[config.mk]
export PLATFORM = sky130hd
export DESIGN_NAME = ahb_master_cmd_fifo
export DESIGN_NICKNAME = d
export VERILOG_FILES = /design/src/rtl/ahb_master_cmd_fifo.sv
export SDC_FILE = /design/constraint.sdc
export NUM_CORES = 2
export LEC_CHECK = 0
export CAP_MARGIN = 20
export CELL_PAD_IN_SITES_DETAIL_PLACEMENT = 2
export CELL_PAD_IN_SITES_GLOBAL_PLACEMENT = 2
export CORE_MARGIN = 2
export CORE_UTILIZATION = 40
export CTS_CLUSTER_DIAMETER = 80
export CTS_CLUSTER_SIZE = 24
export DETAILED_ROUTE_END_ITERATION = 8
export GPL_TIMING_DRIVEN = 0
export PLACE_DENSITY = 0.66
export SLEW_MARGIN = 10
export SYNTH_ARGS = -nofsm -noshare
export SYNTH_HDL_FRONTEND = slang
export SYNTH_SLANG_ARGS = --single-unit
[constraint.sdc]
create_clock -name HCLK -period 14.5 [get_ports HCLK]
set_clock_uncertainty 0.05 [all_clocks]
set_input_delay 4.35 -clock HCLK [delete_from_list [all_inputs] [get_ports HCLK]]
set_output_delay 4.35 -clock HCLK [all_outputs]
set_load 0.03 [all_outputs]
[src/rtl/ahb_master_cmd_fifo.sv]
// AHB master command FIFO: FWFT head, optional replay window for RETRY/SPLIT.
// Define AHB_CMD_FIFO_REPLAY_EN to enable the tail_back rewind window.
module ahb_master_cmd_fifo #(
  parameter int DATA_W     = 67,
  parameter int DEPTH_LOG2 = 5,
  parameter int HOLD       = 17
) (
  input  logic                  HCLK,
  input  logic                  HRESETn,
  input  logic [DATA_W-1:0]     datain,
  input  logic                  fifo_writen,
  input  logic                  fifo_readen,
  input  logic                  tail_back,
  input  logic [4:0]            back_length,
  output logic [DATA_W-1:0]     dataout,
  output logic                  empty,
  output logic                  full,
  output logic [DEPTH_LOG2:0]   level,
  output logic [2:0]            err_flags
);

  localparam int PW = DEPTH_LOG2 + 1;
  localparam logic [PW-1:0] DEPTH = PW'(2 ** DEPTH_LOG2);

  logic [DATA_W-1:0] mem [2**DEPTH_LOG2];
  logic [PW-1:0]     wr_ptr;
  logic [PW-1:0]     rd_ptr;
  logic [PW-1:0]     rel_ptr;
  logic [PW-1:0]     rd_nxt;
  logic [2:0]        err_q;
  logic              do_wr;
  logic              do_rd;
  logic              do_rw;
  logic              clamp;

  assign empty     = rd_ptr == wr_ptr;
  assign full      = (wr_ptr - rel_ptr) == DEPTH;
  assign level     = wr_ptr - rd_ptr;
  assign dataout   = empty ? '0 : mem[rd_ptr[DEPTH_LOG2-1:0]];
  assign err_flags = err_q;
  assign do_wr     = fifo_writen & ~full;
  assign do_rd     = fifo_readen & ~do_rw & ~empty;

`ifdef AHB_CMD_FIFO_REPLAY_EN
  logic [PW-1:0] held;
  logic [PW-1:0] back_ext;
  logic [PW-1:0] rw_amt;

  assign held     = rd_ptr - rel_ptr;
  assign back_ext = PW'(back_length);
  assign do_rw    = tail_back;
  assign clamp    = back_ext > held;
  assign rw_amt   = clamp ? held : back_ext;

  // Release the oldest retained entry once the window is full
  always_ff @(posedge HCLK or negedge HRESETn) begin
    if (!HRESETn)
      rel_ptr <= '0;
    else if (do_rd && held == PW'(HOLD))
      rel_ptr <= rel_ptr + 1'b1;
  end
`else
  logic unused_replay;

  assign unused_replay = ^{tail_back, back_length};
  assign do_rw         = 1'b0;
  assign clamp         = 1'b0;
  assign rel_ptr       = rd_ptr;
`endif

  // Read pointer: rewind takes priority over pop
  always_comb begin
    rd_nxt = rd_ptr;
`ifdef AHB_CMD_FIFO_REPLAY_EN
    if (do_rw)
      rd_nxt = rd_ptr - rw_amt;
    else if (do_rd)
      rd_nxt = rd_ptr + 1'b1;
`else
    if (do_rd)
      rd_nxt = rd_ptr + 1'b1;
`endif
  end

  // Pointer and sticky error registers
  always_ff @(posedge HCLK or negedge HRESETn) begin
    if (!HRESETn) begin
      wr_ptr <= '0;
      rd_ptr <= '0;
      err_q  <= '0;
    end else begin
      rd_ptr <= rd_nxt;
      if (do_wr)
        wr_ptr <= wr_ptr + 1'b1;
      if (fifo_writen && full)
        err_q[0] <= 1'b1;
      if (fifo_readen && !do_rw && empty)
        err_q[1] <= 1'b1;
      if (do_rw && clamp)
        err_q[2] <= 1'b1;
    end
  end

  // Entry storage, not reset
  always_ff @(posedge HCLK) begin
    if (do_wr)
      mem[wr_ptr[DEPTH_LOG2-1:0]] <= datain;
  end

endmodule
==> impl_results.html <==
<table>
<tr><th>Metric</th><th>Value</th></tr>
<tr><th colspan="2">Status</th></tr>
<tr><td>Result of the run</td><td>completed</td></tr>
<tr><th colspan="2">Timing</th></tr>
<tr><td>Highest Clock Rate</td><td>87.4 MHz</td></tr>
<tr><td>Final Hold Violating Endpoints</td><td>0</td></tr>
<tr><td>Unrepaired setup endpoints after global routing</td><td>no</td></tr>
<tr><td>Time the worst path needs with I/O delays and setup</td><td>11450 ps</td></tr>
<tr><td>Worst Max-Slew Pin Slew</td><td>1170 ps</td></tr>
<tr><td>Hold slack final</td><td>442 ps</td></tr>
<tr><td>Max-slew violations</td><td>0</td></tr>
<tr><td>Worst slew margin relative to its limit</td><td>22.2%</td></tr>
<tr><td>Final setup violation count</td><td>0</td></tr>
<tr><td>Fin crit share</td><td>78.9%</td></tr>
<tr><td>Setup total negative slack</td><td>0 ps</td></tr>
<tr><th colspan="2">Clocking</th></tr>
<tr><td>Library cell used as clock root buffer</td><td>sky130_fd_sc_hd__clkbuf_16</td></tr>
<tr><td>Number of buffers created by CTS</td><td>115</td></tr>
<tr><td>Later-pin clock latency in the skew report</td><td>780 ps</td></tr>
<tr><td># hold bufs at CTS</td><td>0</td></tr>
<tr><td>Longest Clk Path Bufs</td><td>3</td></tr>
<tr><td>Number of setup buffers added after CTS</td><td>0</td></tr>
<tr><td>Number of gates given a new drive strength after cts</td><td>0</td></tr>
<tr><td>CTS tree</td><td>yes</td></tr>
<tr><td>Deepest level of the CTS H-tree</td><td>3</td></tr>
<tr><td>Sinks on the clock net</td><td>2158</td></tr>
<tr><td>Post-CTS clock slew at the launch and capture registers of the worst setup and hold paths</td><td>100 ps</td></tr>
<tr><th colspan="2">Floorplan</th></tr>
<tr><td>Area of the placeable core</td><td>205000 µm²</td></tr>
<tr><td>I/O pin total</td><td>155</td></tr>
<tr><td>Die outline height</td><td>458 µm</td></tr>
<tr><td>Die outline area</td><td>209000 µm²</td></tr>
<tr><td>Die Wd</td><td>458 µm</td></tr>
<tr><td>Std cell rows</td><td>166</td></tr>
<tr><td>Starting Density</td><td>40.2%</td></tr>
<tr><th colspan="2">Job</th></tr>
<tr><td>Max_cap viols</td><td>0</td></tr>
<tr><th colspan="2">Place</th></tr>
<tr><td>Number of input and output port buffers inserted</td><td>146</td></tr>
<tr><td>Global placement routability congestion</td><td>0.712</td></tr>
<tr><td>Hpwl dp</td><td>167 mm</td></tr>
<tr><th colspan="2">Yosys</th></tr>
<tr><td>Sequential share of the synthesized area</td><td>78.6%</td></tr>
<tr><td>Count of synthesis-stage warnings from yosys</td><td>0</td></tr>
<tr><td>Number of enable-type register cells in the synthesized netlist</td><td>2144</td></tr>
<tr><td>Register bit count reported by yosys</td><td>2158</td></tr>
<tr><td>Fraction of registers with async set or reset after synthesis</td><td>0.649%</td></tr>
<tr><td>Syn avg cell area</td><td>24.8 µm²</td></tr>
<tr><td>Commonest register cell after synthesis</td><td>sky130_fd_sc_hd__edfxtp_1</td></tr>
<tr><td>Synthesized area</td><td>82300 µm²</td></tr>
<tr><td>Distinct cell type count of the synthesized netlist</td><td>41</td></tr>
<tr><td>Nets in the synthesized netlist</td><td>3410</td></tr>
<tr><td>Post-Syn Instances</td><td>3322</td></tr>
<tr><th colspan="2">GRT</th></tr>
<tr><td>Total Routing Usage GR</td><td>24.7%</td></tr>
<tr><td>Number of global-route vias before repair</td><td>42700</td></tr>
<tr><td>Global route hottest layer</td><td>met2</td></tr>
<tr><td>First-pass GRT wire length</td><td>360 mm</td></tr>
<tr><td>Global-route met3 utilization</td><td>2.75%</td></tr>
<tr><td>Met1 Use GR</td><td>32.0%</td></tr>
<tr><td>Met2 demand-to-capacity share in global routing</td><td>44.1%</td></tr>
<tr><td>Congestion Overflow GR</td><td>0</td></tr>
<tr><td>Maximum number of pins on one net before global-route repair</td><td>33</td></tr>
<tr><td>Initial antenna violation count</td><td>18</td></tr>
<tr><th colspan="2">Setup path</th></tr>
<tr><td>Crit path cell chain</td><td>buf_2 &gt; buf_2 &gt; buf_1 &gt; inv_1 &gt; ha_1 &gt; nand4_1 &gt; or3_1 &gt; nand2_1 &gt; clkbuf_1 &gt; buf_8 &gt; clkbuf_1 &gt; o22ai_1 &gt; clkdlybuf4s50_1</td></tr>
<tr><td>Critical path start-end classification</td><td>reg -&gt; out</td></tr>
<tr><td>Worst Setup Start Kind</td><td>flop</td></tr>
<tr><td>Critical Path Sink Type</td><td>output pin</td></tr>
<tr><td>CP required</td><td>10100 ps</td></tr>
<tr><td>Worst path arrival time</td><td>7050 ps</td></tr>
<tr><td>Stage delay of the slowest cell on the critical path</td><td>860 ps</td></tr>
<tr><td>Worst Path Max Fanout</td><td>10</td></tr>
<tr><td>Library cell contributing the largest single delay on the critical path</td><td>sky130_fd_sc_hd__buf_1</td></tr>
<tr><th colspan="2">Finish</th></tr>
<tr><td>Layout cells sized above 1</td><td>30.7%</td></tr>
<tr><td>Commonest cells after routing, fill and taps aside</td><td>sky130_fd_sc_hd__edfxtp_1 (2144), sky130_fd_sc_hd__mux4_2 (670), sky130_fd_sc_hd__inv_1 (124), sky130_fd_sc_hd__clkbuf_16 (117), sky130_fd_sc_hd__clkdlybuf4s50_1 (116)</td></tr>
<tr><td>Filler cell count in the final layout</td><td>17800</td></tr>
<tr><td>Area overhead of the layout relative to synthesis</td><td>15.4%</td></tr>
<tr><td>Most common cell after layout, fill and taps aside</td><td>sky130_fd_sc_hd__edfxtp_1</td></tr>
<tr><td>Number of nets in the layout</td><td>3854</td></tr>
<tr><th colspan="2">Route</th></tr>
<tr><td>Post-detailed-route count of antenna-violating nets</td><td>0</td></tr>
<tr><td>Final wirelength</td><td>259 mm</td></tr>
<tr><td>1st-pass router iterations</td><td>7</td></tr>
<tr><td>Mean routed wirelength per cell</td><td>39.6 µm</td></tr>
<tr><td>Vias after detailed routing</td><td>39500</td></tr>
<tr><td>Initial detailed-routing violation count</td><td>4617</td></tr>
<tr><td>DRC violations left</td><td>0</td></tr>
<tr><td>Detail-routed via count per cell</td><td>6.04</td></tr>
<tr><th colspan="2">Min path</th></tr>
<tr><td>Class of the tightest hold or removal check</td><td>reg -&gt; reg</td></tr>
<tr><th colspan="2">Pwr</th></tr>
<tr><td>Worst VDD drop</td><td>0.108 mV</td></tr>
<tr><td>Leakage</td><td>0.0293 µW</td></tr>
<tr><td>Overall power</td><td>18600 µW</td></tr>
<tr><td>Power density cells</td><td>195 nW/µm²</td></tr>
</table>
path summary, 6_finish.rpt:
kind / end / from / slack, ps / cells past startpoint
min in group asynchronous: err_flags[0]$_DFFE_PN0P_ / HRESETn / 3990 / 1
setup reg to reg: mem[16][32]$_DFFE_PP_ / rd_ptr[1]$_DFFE_PN0P_ / 8360 / 15
max in group asynchronous: wr_ptr[4]$_DFFE_PN0P_ / HRESETn / 9890 / 1
hold reg to reg: err_flags[0]$_DFFE_PN0P_ / err_flags[0]$_DFFE_PN0P_ / 440 / 1
setup / recovery: dataout[58] / rd_ptr[1]$_DFFE_PN0P_ / 3050 / 13
hold / removal: err_flags[0]$_DFFE_PN0P_ / err_flags[0]$_DFFE_PN0P_ / 440 / 1
where the power goes:
group          leakage (µW)  switching, µW  internal, µW
combinational       0.00793           4240          2970
sequential           0.0195            145          7300
clock               0.00186           2160          1760
critical path: cells and delay by family (launching register included):
family / cells / cell delay, ps
buf+inv: 8 / 3830
simple gates: 3 / 1170
flops: 1 / 550
fa+ha+maj: 1 / 400
compound gates: 1 / 260
state kept, by name, indices dropped and copies added, names as in the netlist:
name and cells:
wr_ptr 6, err_flags 2, rd_ptr 6, mem 2144
cell usage after synthesis, types with 2 or more instances:
master / count / area (µm²)
sky130_fd_sc_hd__a21o_1: 2 / 15.0
sky130_fd_sc_hd__a21oi_1: 3 / 15.0
sky130_fd_sc_hd__and2_1: 2 / 12.5
sky130_fd_sc_hd__buf_1: 22 / 82.6
sky130_fd_sc_hd__buf_2: 62 / 310
sky130_fd_sc_hd__buf_4: 3 / 22.5
sky130_fd_sc_hd__buf_6: 7 / 78.8
sky130_fd_sc_hd__clkbuf_1: 76 / 285
sky130_fd_sc_hd__clkinv_1: 19 / 71.3
sky130_fd_sc_hd__dfrtp_1: 14 / 350
sky130_fd_sc_hd__edfxtp_1: 2144 / 64400
sky130_fd_sc_hd__ha_1: 10 / 125
sky130_fd_sc_hd__inv_1: 124 / 465
sky130_fd_sc_hd__mux4_2: 670 / 15100
sky130_fd_sc_hd__nand2_1: 8 / 30.0
sky130_fd_sc_hd__nand2b_1: 2 / 12.5
sky130_fd_sc_hd__nand3_1: 3 / 15.0
sky130_fd_sc_hd__nand3b_1: 3 / 22.5
sky130_fd_sc_hd__nand4_1: 3 / 18.8
sky130_fd_sc_hd__nor2_1: 40 / 150
sky130_fd_sc_hd__o211ai_2: 3 / 37.5
sky130_fd_sc_hd__o21ai_0: 3 / 15.0
sky130_fd_sc_hd__o22ai_1: 67 / 419
sky130_fd_sc_hd__or3_1: 2 / 12.5
sky130_fd_sc_hd__or4_1: 2 / 15.0
sky130_fd_sc_hd__xnor2_1: 11 / 96.3
sky130_fd_sc_hd__xor2_1: 3 / 26.3
layout make-up:
cell class                      instances  area (µm²)  area share [%]
Buffer                                170         786           0.827
Antenna cell                            8        20.0          0.0211
Inverter                              144         541           0.569
Clock inverter                         77         933           0.982
Multi-Input combinational cell        850       16500            17.4
Sequential cell                      2158       64700            68.1
Tap cell                             2688        3360            3.54
Timing Repair Buffer                  327        5190            5.47
Clock buffer                          121        2940            3.10
routing by layer:
metal | up-vias | wire (µm)
met2 | 1748 | 137000
met3 | 307 | 14700
met4 | 0 | 6770
met1 | 22300 | 100000
li1 | 15100 | -
met5 | - | 0
per-stage QoR:
step,setup WS [ps],util (%),area [µm²],instances
floorplan,6170,-,82300,3322
global placement,1340,42.6,87100,6156
detailed placement,4000,44.3,90600,6297
global route,2950,46.4,95000,6538
CTS,3040,46.2,94500,6495
finish,3050,46.4,95000,6543
kinds of logic after synthesis:
| family | after synthesis | share of synthesized area (%) |
|---|---|---|
| other | 1 | 0.00456 |
| and+or+nand+nor | 68 | 0.380 |
| muxes | 671 | 18.3 |
| DFF | 2158 | 78.6 |
| xor gates and xnor gates | 14 | 0.149 |
| AOI/OAI and AO/OA | 85 | 0.693 |
| adders and majority gates | 11 | 0.176 |
| buffers and inverters | 314 | 1.60 |
(Power assumes the default switching activity.)
